**src/rtl/rc4_key_search_controller.sv**
```systemverilog
// Sequences the S-init, key-schedule and decrypt sub-blocks over a key range,
// stopping on the first key whose decrypt verdict is clean, on exhaustion, or on a stalled sub-block.
module rc4_key_search_controller #(
  parameter int                   KEY_WIDTH = 24,
  parameter logic [KEY_WIDTH-1:0] KEY_FIRST = 24'h000000,
  parameter logic [KEY_WIDTH-1:0] KEY_LAST  = 24'h3FFFFF,
  parameter int                   TIMEOUT   = 4096
) (
  input  logic                 clk,
  input  logic                 reset_n,
  input  logic                 start,
  input  logic                 abort,
  output logic                 init_start,
  output logic                 shuffle_start,
  output logic                 decrypt_start,
  input  logic                 init_finish,
  input  logic                 shuffle_finish,
  input  logic                 decrypt_finish,
  input  logic                 invalid_ascii,
  output logic [KEY_WIDTH-1:0] secret_key,
  output logic [1:0]           s_owner,
  output logic                 busy,
  output logic                 key_found,
  output logic                 key_exhausted,
  output logic                 timeout_err,
  output logic [KEY_WIDTH:0]   attempts,
  output logic [3:0]           dbg_state
);

  typedef enum logic [3:0] {
    S_IDLE, S_INIT_GO, S_INIT_WAIT, S_SHUF_GO, S_SHUF_WAIT,
    S_DEC_GO, S_DEC_WAIT, S_NEXT_KEY, S_FOUND, S_EXHAUSTED, S_ERROR
  } state_t;

  // The watchdog only ever needs to hold 0..TIMEOUT-1.
  localparam int WD_W = (TIMEOUT > 1) ? $clog2(TIMEOUT) : 1;
  localparam logic [WD_W-1:0]      WD_LAST = WD_W'(TIMEOUT - 1);
  localparam logic [WD_W-1:0]      WD_ONE  = {{(WD_W-1){1'b0}}, 1'b1};
  localparam logic [KEY_WIDTH-1:0] KEY_ONE = {{(KEY_WIDTH-1){1'b0}}, 1'b1};
  localparam logic [KEY_WIDTH:0]   ATT_ONE = {{KEY_WIDTH{1'b0}}, 1'b1};

  state_t               state_q, state_d;
  logic [KEY_WIDTH-1:0] key_q, key_d;
  logic [KEY_WIDTH:0]   att_q, att_d;
  logic [WD_W-1:0]      wd_q, wd_d;
  logic [1:0]           owner_q, owner_d;
  logic                 found_q, found_d;
  logic                 exh_q, exh_d;
  logic                 terr_q, terr_d;
  logic                 wd_expired;

  assign wd_expired = (wd_q == WD_LAST);

  always_comb begin
    state_d = state_q;
    key_d   = key_q;
    att_d   = att_q;
    wd_d    = wd_q;
    found_d = found_q;
    exh_d   = exh_q;
    terr_d  = terr_q;
    if (abort) begin
      state_d = S_IDLE;
      wd_d    = '0;
      found_d = 1'b0;
      exh_d   = 1'b0;
      terr_d  = 1'b0;
    end else begin
      case (state_q)
        S_IDLE, S_FOUND, S_EXHAUSTED, S_ERROR: begin
          if (start) begin
            state_d = S_INIT_GO;
            key_d   = KEY_FIRST;
            att_d   = '0;
            found_d = 1'b0;
            exh_d   = 1'b0;
            terr_d  = 1'b0;
          end
        end
        S_INIT_GO: begin
          state_d = S_INIT_WAIT;
          wd_d    = '0;
        end
        S_INIT_WAIT: begin
          if (init_finish) state_d = S_SHUF_GO;
          else if (wd_expired) begin
            state_d = S_ERROR;
            terr_d  = 1'b1;
          end else wd_d = wd_q + WD_ONE;
        end
        S_SHUF_GO: begin
          state_d = S_SHUF_WAIT;
          wd_d    = '0;
        end
        S_SHUF_WAIT: begin
          if (shuffle_finish) state_d = S_DEC_GO;
          else if (wd_expired) begin
            state_d = S_ERROR;
            terr_d  = 1'b1;
          end else wd_d = wd_q + WD_ONE;
        end
        S_DEC_GO: begin
          state_d = S_DEC_WAIT;
          wd_d    = '0;
        end
        S_DEC_WAIT: begin
          // A clean verdict counts the passing key as tested.
          if (decrypt_finish) begin
            if (!invalid_ascii) begin
              state_d = S_FOUND;
              found_d = 1'b1;
              att_d   = att_q + ATT_ONE;
            end else state_d = S_NEXT_KEY;
          end else if (wd_expired) begin
            state_d = S_ERROR;
            terr_d  = 1'b1;
          end else wd_d = wd_q + WD_ONE;
        end
        S_NEXT_KEY: begin
          att_d = att_q + ATT_ONE;
          if (key_q == KEY_LAST) begin
            state_d = S_EXHAUSTED;
            exh_d   = 1'b1;
          end else begin
            key_d   = key_q + KEY_ONE;
            state_d = S_INIT_GO;
          end
        end
        default: state_d = S_IDLE;
      endcase
    end
  end

  always_comb begin
    owner_d = 2'd0;
    case (state_d)
      S_INIT_GO, S_INIT_WAIT: owner_d = 2'd1;
      S_SHUF_GO, S_SHUF_WAIT: owner_d = 2'd2;
      S_DEC_GO,  S_DEC_WAIT:  owner_d = 2'd3;
      default:                owner_d = 2'd0;
    endcase
  end

  always_ff @(posedge clk) begin
    if (!reset_n) begin
      state_q <= S_IDLE;
      key_q   <= KEY_FIRST;
      att_q   <= '0;
      wd_q    <= '0;
      owner_q <= 2'd0;
      found_q <= 1'b0;
      exh_q   <= 1'b0;
      terr_q  <= 1'b0;
    end else begin
      state_q <= state_d;
      key_q   <= key_d;
      att_q   <= att_d;
      wd_q    <= wd_d;
      owner_q <= owner_d;
      found_q <= found_d;
      exh_q   <= exh_d;
      terr_q  <= terr_d;
    end
  end

  assign init_start    = (state_q == S_INIT_GO);
  assign shuffle_start = (state_q == S_SHUF_GO);
  assign decrypt_start = (state_q == S_DEC_GO);
  assign busy          = !(state_q inside {S_IDLE, S_FOUND, S_EXHAUSTED, S_ERROR});
  assign secret_key    = key_q;
  assign attempts      = att_q;
  assign s_owner       = owner_q;
  assign key_found     = found_q;
  assign key_exhausted = exh_q;
  assign timeout_err   = terr_q;
  assign dbg_state     = state_q;

endmodule

```
**config.mk**
```make
export PLATFORM = sky130hd
export DESIGN_NAME = rc4_key_search_controller
export DESIGN_NICKNAME = d
export VERILOG_FILES = /design/src/rtl/rc4_key_search_controller.sv
export SDC_FILE = /design/constraint.sdc
export NUM_CORES = 1
export LEC_CHECK = 0
export ABC_AREA = 0
export ABC_CLOCK_PERIOD_IN_PS = 5200
export BUFFER_PORTS_ARGS = -buffer_cell sky130_fd_sc_hd__buf_4
export CORE_MARGIN = 3
export CORE_UTILIZATION = 60
export DETAILED_ROUTE_END_ITERATION = 6
export GPL_TIMING_DRIVEN = 1
export PLACE_DENSITY = 0.85
export SYNTH_ARGS = -nofsm -noshare
export SYNTH_HDL_FRONTEND = slang
export SYNTH_SLANG_ARGS = --single-unit
export TNS_END_PERCENT = 20
```
**constraint.sdc**
```tcl
create_clock -name clk -period 5.2 [get_ports clk]
set_input_delay 0.78 -clock clk [delete_from_list [all_inputs] [get_ports clk]]
set_output_delay 0.78 -clock clk [all_outputs]
set_load 0.03 [all_outputs]
```
==> results.md, run 1 <==
- Crit path kind: reg2reg
- Area grow syn2layout: 16.93%
- Post-synthesis cell type count: 68
- Max-cap violations: 0
- Post-synth EDFFs: 0
- Met2 Use GR: 0.4325
- Worst slew margin: 0.4679
- Period minus WS final: 2.773 ns
- Number of global-route vias before repair: 3674
- Antenna cells: 0
- Ys flop type: dfxtp_1
- Final ANT Viol Nets: 0
- Worst-margin pin slew: 0.7981 ns
- Grt total ovfl: 0
- Initial antenna violation count: 0
- Cells along the critical path: and2b_1, o311ai_2, nand3b_1, or4_1, a21oi_1
- Avg WL per Cell: 16.90 µm
- Worst setup startpoint: dbg_state[0]
- Worst Setup Slack, final: 2.427 ns
- Initial drt markers: 299
- Initial Utilization: 0.6353
- Status: complete, no violations
- Clock share of power: 0.378
- Power Total: 980.5 µW
- Core area: 6096 µm²
- H-tree Lvls: 3
- Max Buffers Root-to-Sink: 2
- Clock network latency to the later pin of the worst-skew pair: 0.34 ns
- Largest net degree at the start of global routing: 44
- Final Skew: 0.01067 ns
- Launch point of the worst reg-to-reg path: dbg_state[0]
- Root buffer cell: clkbuf_8
- Crit-path max FO: 18
- Total Nets Final: 531
- Critical Path Source Type: flip-flop
- Final Hold Viols: 0
- Place WS: 2.427 ns
- Worst hold start: attempts[24]
- Period utilization: 0.5333
- Clock Pin Slew Worst Setup and Hold Paths: 0.08 ns
- Mapped Cells: 462
- Die width: 86.34 µm
- Power Dens Cells: 216.5 nW/µm²
- Fin Setup TNS: 0 ns
- Synthesized area: 3872 µm²
- Cts repair resizes: 0
- Syn Area/Cell: 8.382 µm²
- Post-synth ARST share: 0
- CTS sink cnt: 70
- Syn nets: 473
- Number of cell rows: 28
- CP max stage delay: 0.71 ns
- Pint: 738.7 µW
- CTS tree: yes
- Yosys warnings: 0
- Met3 usage: 0.03897
- Final slew viol count: 0
- Routability Congestion: 0.9685
- Layout cells sized above 1: 0.1931
- Buf/Inv on CP: 0
- Port bufs: 69
- Non-filler cells, final: 598
- CTS Buf Count: 9
- Die Y: 86.34 µm
- WP data arrival: 3.05 ns
- Crit end category: flip-flop
- Comb power frac: 0.066
- Sequential share of power: 0.555
- Die area: 7454 µm²
- Hold Path Class: reg2reg
- Global route hottest layer: met2
- Final Cell Area: 4528 µm²
- Number of fill cells in the layout: 496
- Placed insts: 584
- Post-CTS Setup Inserts: 0
- GR Util met1: 0.3800
- Switching pwr: 241.8 µW
- HPWL after detailed placement: 6858 µm
- Post-CTS Hold Buffers: 0
- Total GRT Usage: 0.2755
- Family with the most delay on the worst path: simple AND/OR/NAND/NOR gates
- Synth Register Bits: 70
- Leak: 1.497 nW
- Seq/Total Area, Yosys: 0.3619
- Post-DP Area: 4373 µm²
- Required time of the critical path: 5.48 ns
- # setup viols final: 0
- Via count: 3978
- First-pass GRT wire length: 17020 µm
- RSZ-0062 raised after global routing: no
- Slowest stage cell, crit path: dfxtp_1
- Drt total wl: 10110 µm
- Drt pass-1 iters: 5
- Fmax achieved: 360.6 MHz
- DRC Markers: 0
- Routed vias/inst: 6.652
- IO Pins: 70
- Max IR drop VDD: 0.0001583 V
- Switching Share: 0.2466
[Yosys cell counts, types with 3 or more instances]
cell | instances | area share
a211o_1 | 3 | 0.0068
a211oi_1 | 3 | 0.0058
a21oi_1 | 53 | 0.068
a31oi_1 | 3 | 0.0048
and3_1 | 5 | 0.0081
and3b_1 | 3 | 0.0068
and4_1 | 9 | 0.020
buf_2 | 8 | 0.010
buf_4 | 6 | 0.012
clkbuf_1 | 9 | 0.0087
dfxtp_1 | 70 | 0.36
ha_1 | 3 | 0.0097
inv_1 | 14 | 0.014
mux2i_1 | 3 | 0.0078
nand2_1 | 32 | 0.031
nand2b_1 | 5 | 0.0081
nand3_1 | 28 | 0.036
nand3b_1 | 5 | 0.0097
nand4_1 | 11 | 0.018
nand4b_1 | 4 | 0.0090
nor2_1 | 23 | 0.022
nor3_1 | 4 | 0.0052
nor4_1 | 3 | 0.0048
nor4b_1 | 4 | 0.0090
o21ai_0 | 15 | 0.019
o21ai_1 | 5 | 0.0065
o31ai_1 | 23 | 0.045
o41ai_1 | 10 | 0.023
or2_2 | 4 | 0.0065
or3_1 | 16 | 0.026
or4_1 | 23 | 0.045
or4b_1 | 8 | 0.021
xnor2_1 | 6 | 0.014
[per-stage QoR]
stage,hold slack (ns),util
floorplan,0.4636,-
global route,0.5222,0.7428
finish,0.4884,0.7428
detailed placement,0.4798,0.7174
global placement,0.4614,0.7174
CTS,0.4890,0.7428
[cells by family after synthesis]
logic type,Yosys count,share of synthesized area
simple gates,201,0.3199
compound gates,138,0.2343
flops,70,0.3619
buf+inv,39,0.04814
xor+xnor,7,0.01583
fa+ha+maj,4,0.01228
mux,3,0.007755
[tightest hold or removal path: stages (launching register included)]
cell and delay, ns:
dfxtp_1 0.32, o31ai_1 0.06, a21oi_1 0.06
[cell usage in the layout (no fill, tap or decap), types with 3 or more instances in the layout]
cell,instances
nand3b_1,5
buf_4,71
and3_1,5
nor4b_1,4
a21oi_1,53
xnor2_1,6
nor3_1,4
a31oi_1,3
clkbuf_8,10
and4_1,9
nor2_1,23
a211oi_1,3
nor4_1,3
nand4b_1,4
or4b_1,8
mux2i_1,3
nand4_1,11
nand2_1,32
inv_1,14
nand2b_1,5
o31ai_1,23
a211o_1,3
o21ai_1,4
o41ai_1,10
dfxtp_1,70
o21ai_0,15
or4_1,23
or2_2,4
nand3_1,28
ha_1,3
and3b_1,3
or3_1,16
[sequential cells by signal, indices dropped and copies added (netlist names)]
signal         cells
s_owner            2
dbg_state          4
secret_key        24
key_found          1
wd_q              12
key_exhausted      1
attempts          25
timeout_err        1
[power by group through the flow]
stage	Clock [mW]	Sequential, mW	Combinational, mW
final	0.371	0.545	0.0650
after global routing	0.397	0.545	0.0707
after CTS	0.376	0.544	0.0645
after detailed placement	0	0.557	0.0642
after global placement	0	0.556	0.0631
after floorplan	0	0.558	0.0416
[path summary, 6_finish.rpt]
kind / end / slack [ns] / cells past startpoint
hold reg to reg: attempts[24] / 0.49 / 2
setup reg to reg: secret_key[23] / 2.43 / 5
hold / removal: attempts[24] / 0.49 / 2
setup / recovery: secret_key[23] / 2.43 / 5
[metal layers]
layer	wire, µm	share of wire
met5	0	0
met4	150	0.015
met3	632	0.063
met2	4755	0.47
met1	4567	0.45
[layout make-up]
class / count / area, µm² / share of cell area
clock inverters: 2 / 10.01 / 0.002211
flip-flops and latches: 70 / 1401 / 0.3095
clock buffers: 12 / 145.1 / 0.03205
multi-input cells: 353 / 2288 / 0.5054
well taps: 75 / 93.84 / 0.02072
repair buffers: 71 / 533.0 / 0.1177
inverters: 15 / 56.30 / 0.01243
Note: power is estimated with default switching activity, not from simulation.
==> run 2, diff against run 1 <==
- ABC_CLOCK_PERIOD_IN_PS: 5200 -> 2600
- CORE_UTILIZATION: 60 -> 56
- PLACE_DENSITY: 0.85 -> 0.8
- clock period: 5.2 -> 2.6 ns (I/O delays scaled with it)
==> results.md, run 2 (synthesized netlist as in run 1, its figures left out) <==
- Status: complete, no violations
- Total GRT Usage: 0.2749 (-0.0006303)
- Hold Path Class: in2reg
- Max IR drop VDD: 0.0003892 V (+150%)
- GR Util met1: 0.3693 (-0.01068)
- Largest net degree at the start of global routing: 44 (unchanged)
- Port bufs: 69 (unchanged)
- Cts repair resizes: 0 (unchanged)
- Initial Utilization: 0.5929 (-0.04235)
- H-tree Lvls: 3 (unchanged)
- WP data arrival: 2.65 ns (-0.40 ns)
- Most frequent cells in the layout: buf_4 (82), dfxtp_1 (70), a21oi_1 (53), nand2_1 (32), nand3_1 (28)
- Crit path kind: reg2reg
- Crit-path max FO: 18 (unchanged)
- Core area: 6531 µm² (+7.1%)
- Placed insts: 597 (+2.2%)
- CTS tree: yes
- Hold WS: 0.3689 ns (-0.1195 ns)
- Buf/Inv on CP: 0 (unchanged)
- Switching Share: 0.2390 (-0.007623)
- Initial antenna violation count: 0 (unchanged)
- Place WS: 0.2670 ns (-2.160 ns)
- Leak: 1.576 nW (+5.3%)
- Max Buffers Root-to-Sink: 2 (unchanged)
- Power Dens Cells: 455.1 nW/µm² (+110%)
- Clock share of power: 0.421 (+0.043)
- Antenna cells: 0 (unchanged)
- Pint: 1.613 mW (+120%)
- Clock Pin Slew Worst Setup and Hold Paths: 0.08 ns (about the same)
- Initial drt markers: 197 (-34%)
- Drt total wl: 10340 µm (+2.3%)
- Grt total ovfl: 0 (unchanged)
- WP depth: 5 (unchanged)
- Crit end category: flip-flop
- Switching pwr: 506.7 µW (+110%)
- Clock network latency to the later pin of the worst-skew pair: 0.35 ns (about the same)
- Layout cells sized above 1: 0.2146 (+0.02144)
- Routed vias/inst: 6.582 (-1.0%)
- CP max stage delay: 0.58 ns (-0.13 ns)
- # setup viols final: 0 (unchanged)
- Global route hottest layer: met2
- Final ANT Viol Nets: 0 (unchanged)
- First-pass GRT wire length: 17480 µm (+2.7%)
- Period utilization: 0.9107 (+0.3774)
- Worst-margin pin slew: 0.7171 ns (-0.08105 ns)
- Avg WL per Cell: 16.86 µm (-0.24%)
- Total Nets Final: 542 (+2.1%)
- Area grow syn2layout: 20.29%
- Critical Path Source Type: flip-flop
- Worst reg-to-reg path cell count: 5 (unchanged)
- Comb power frac: 0.067 (about the same)
- Period minus WS final: 2.368 ns (-0.4053 ns)
- Final slew viol count: 0 (unchanged)
- Largest register FFs: 25 (unchanged)
- Required time of the critical path: 2.88 ns (-2.60 ns)
- Die area: 7949 µm² (+6.6%)
- Final Hold Viols: 0 (unchanged)
- Post-CTS Setup Inserts: 0 (unchanged)
- Routability Congestion: 0.8936 (-7.7%)
- Post-CTS Hold Buffers: 0 (unchanged)
- Fin Setup TNS: 0 ns (unchanged)
- CTS sink cnt: 70 (unchanged)
- Post-layout util: 0.7132 (-0.02960)
- Drt pass-1 iters: 5 (unchanged)
- HPWL after detailed placement: 7311 µm (+6.6%)
- Via count: 4035 (+1.4%)
- Cells along the critical path: and2b_1, o311ai_2, a211o_1, or4b_1, a21oi_1
- Worst slew margin: 0.5096 (+0.04167)
- Family with the most delay on the worst path: simple AND/OR/NAND/NOR gates
- Min-Delay Path Depth: 2 (unchanged)
- Most common cell after layout, fill and taps aside: buf_4
- Worst Setup Slack, final: 0.2322 ns (-2.195 ns)
- Number of global-route vias before repair: 3688 (+0.38%)
- IO Pins: 70 (unchanged)
- Max-cap violations: 0 (unchanged)
- Met3 usage: 0.04885 (+0.009875)
- Final Skew: 0.006662 ns (-0.004006 ns)
- Fmax achieved: 422.3 MHz (+17%)
- CTS Buf Count: 9 (unchanged)
- Number of fill cells in the layout: 543 (+9.5%)
- Slowest stage cell, crit path: or4b_1
- Sequential share of power: 0.512 (-0.043)
- RSZ-0062 raised after global routing: no
- Root buffer cell: clkbuf_8
- Non-filler cells, final: 613 (+2.5%)
- Die width: 89.16 µm (+3.3%)
- Number of cell rows: 29 (+3.6%)
- Die Y: 89.16 µm (+3.3%)
- DRC Markers: 0 (unchanged)
- Met2 Use GR: 0.4427 (+0.01019)
-- run 2: final cells by class --
class | instances | area (µm²) | area share
clock buffers | 12 | 155.1 | 0.03331
clock inverters | 4 | 45.04 | 0.009670
inverters | 15 | 56.30 | 0.01209
multi-input cells | 353 | 2288 | 0.4913
flip-flops and latches | 70 | 1401 | 0.3008
well taps | 77 | 96.34 | 0.02068
repair buffers | 82 | 615.6 | 0.1322
-- run 2: metal layers --
| metal | part of all wire | vias to the layer above |
|---|---|---|
| met4 | 0.019 | 0 |
| met3 | 0.065 | 18 |
| li1 | - | 1941 |
| met1 | 0.45 | 1934 |
| met2 | 0.47 | 142 |
| met5 | 0 | - |
-- run 2: worst paths after layout --
check / from / endpoint / slack, ns
max: dbg_state[0] / attempts[19] / 0.23
min: reset_n / dbg_state[2] / 0.37
max reg2reg: dbg_state[0] / attempts[19] / 0.23
min reg2reg: attempts[24] / attempts[24] / 0.48
-- run 2: per-stage QoR --
stage               cell area [µm²]  total power [mW]
global route                   4658             2.189
global placement               4458             1.246
detailed placement             4458             1.248
floorplan                      3872             1.200
CTS                            4658             2.127
finish                         4658             2.120
-- run 2: power by group through the flow --
stage / Combinational (mW) / Clock, mW / Sequential (mW)
6_report: 0.141 / 0.893 / 1.09
5_1_grt: 0.152 / 0.950 / 1.09
4_1_cts: 0.139 / 0.902 / 1.09
3_5_place_dp: 0.138 / 0 / 1.11
3_3_place_gp: 0.136 / 0 / 1.11
2_1_floorplan: 0.0832 / 0 / 1.12
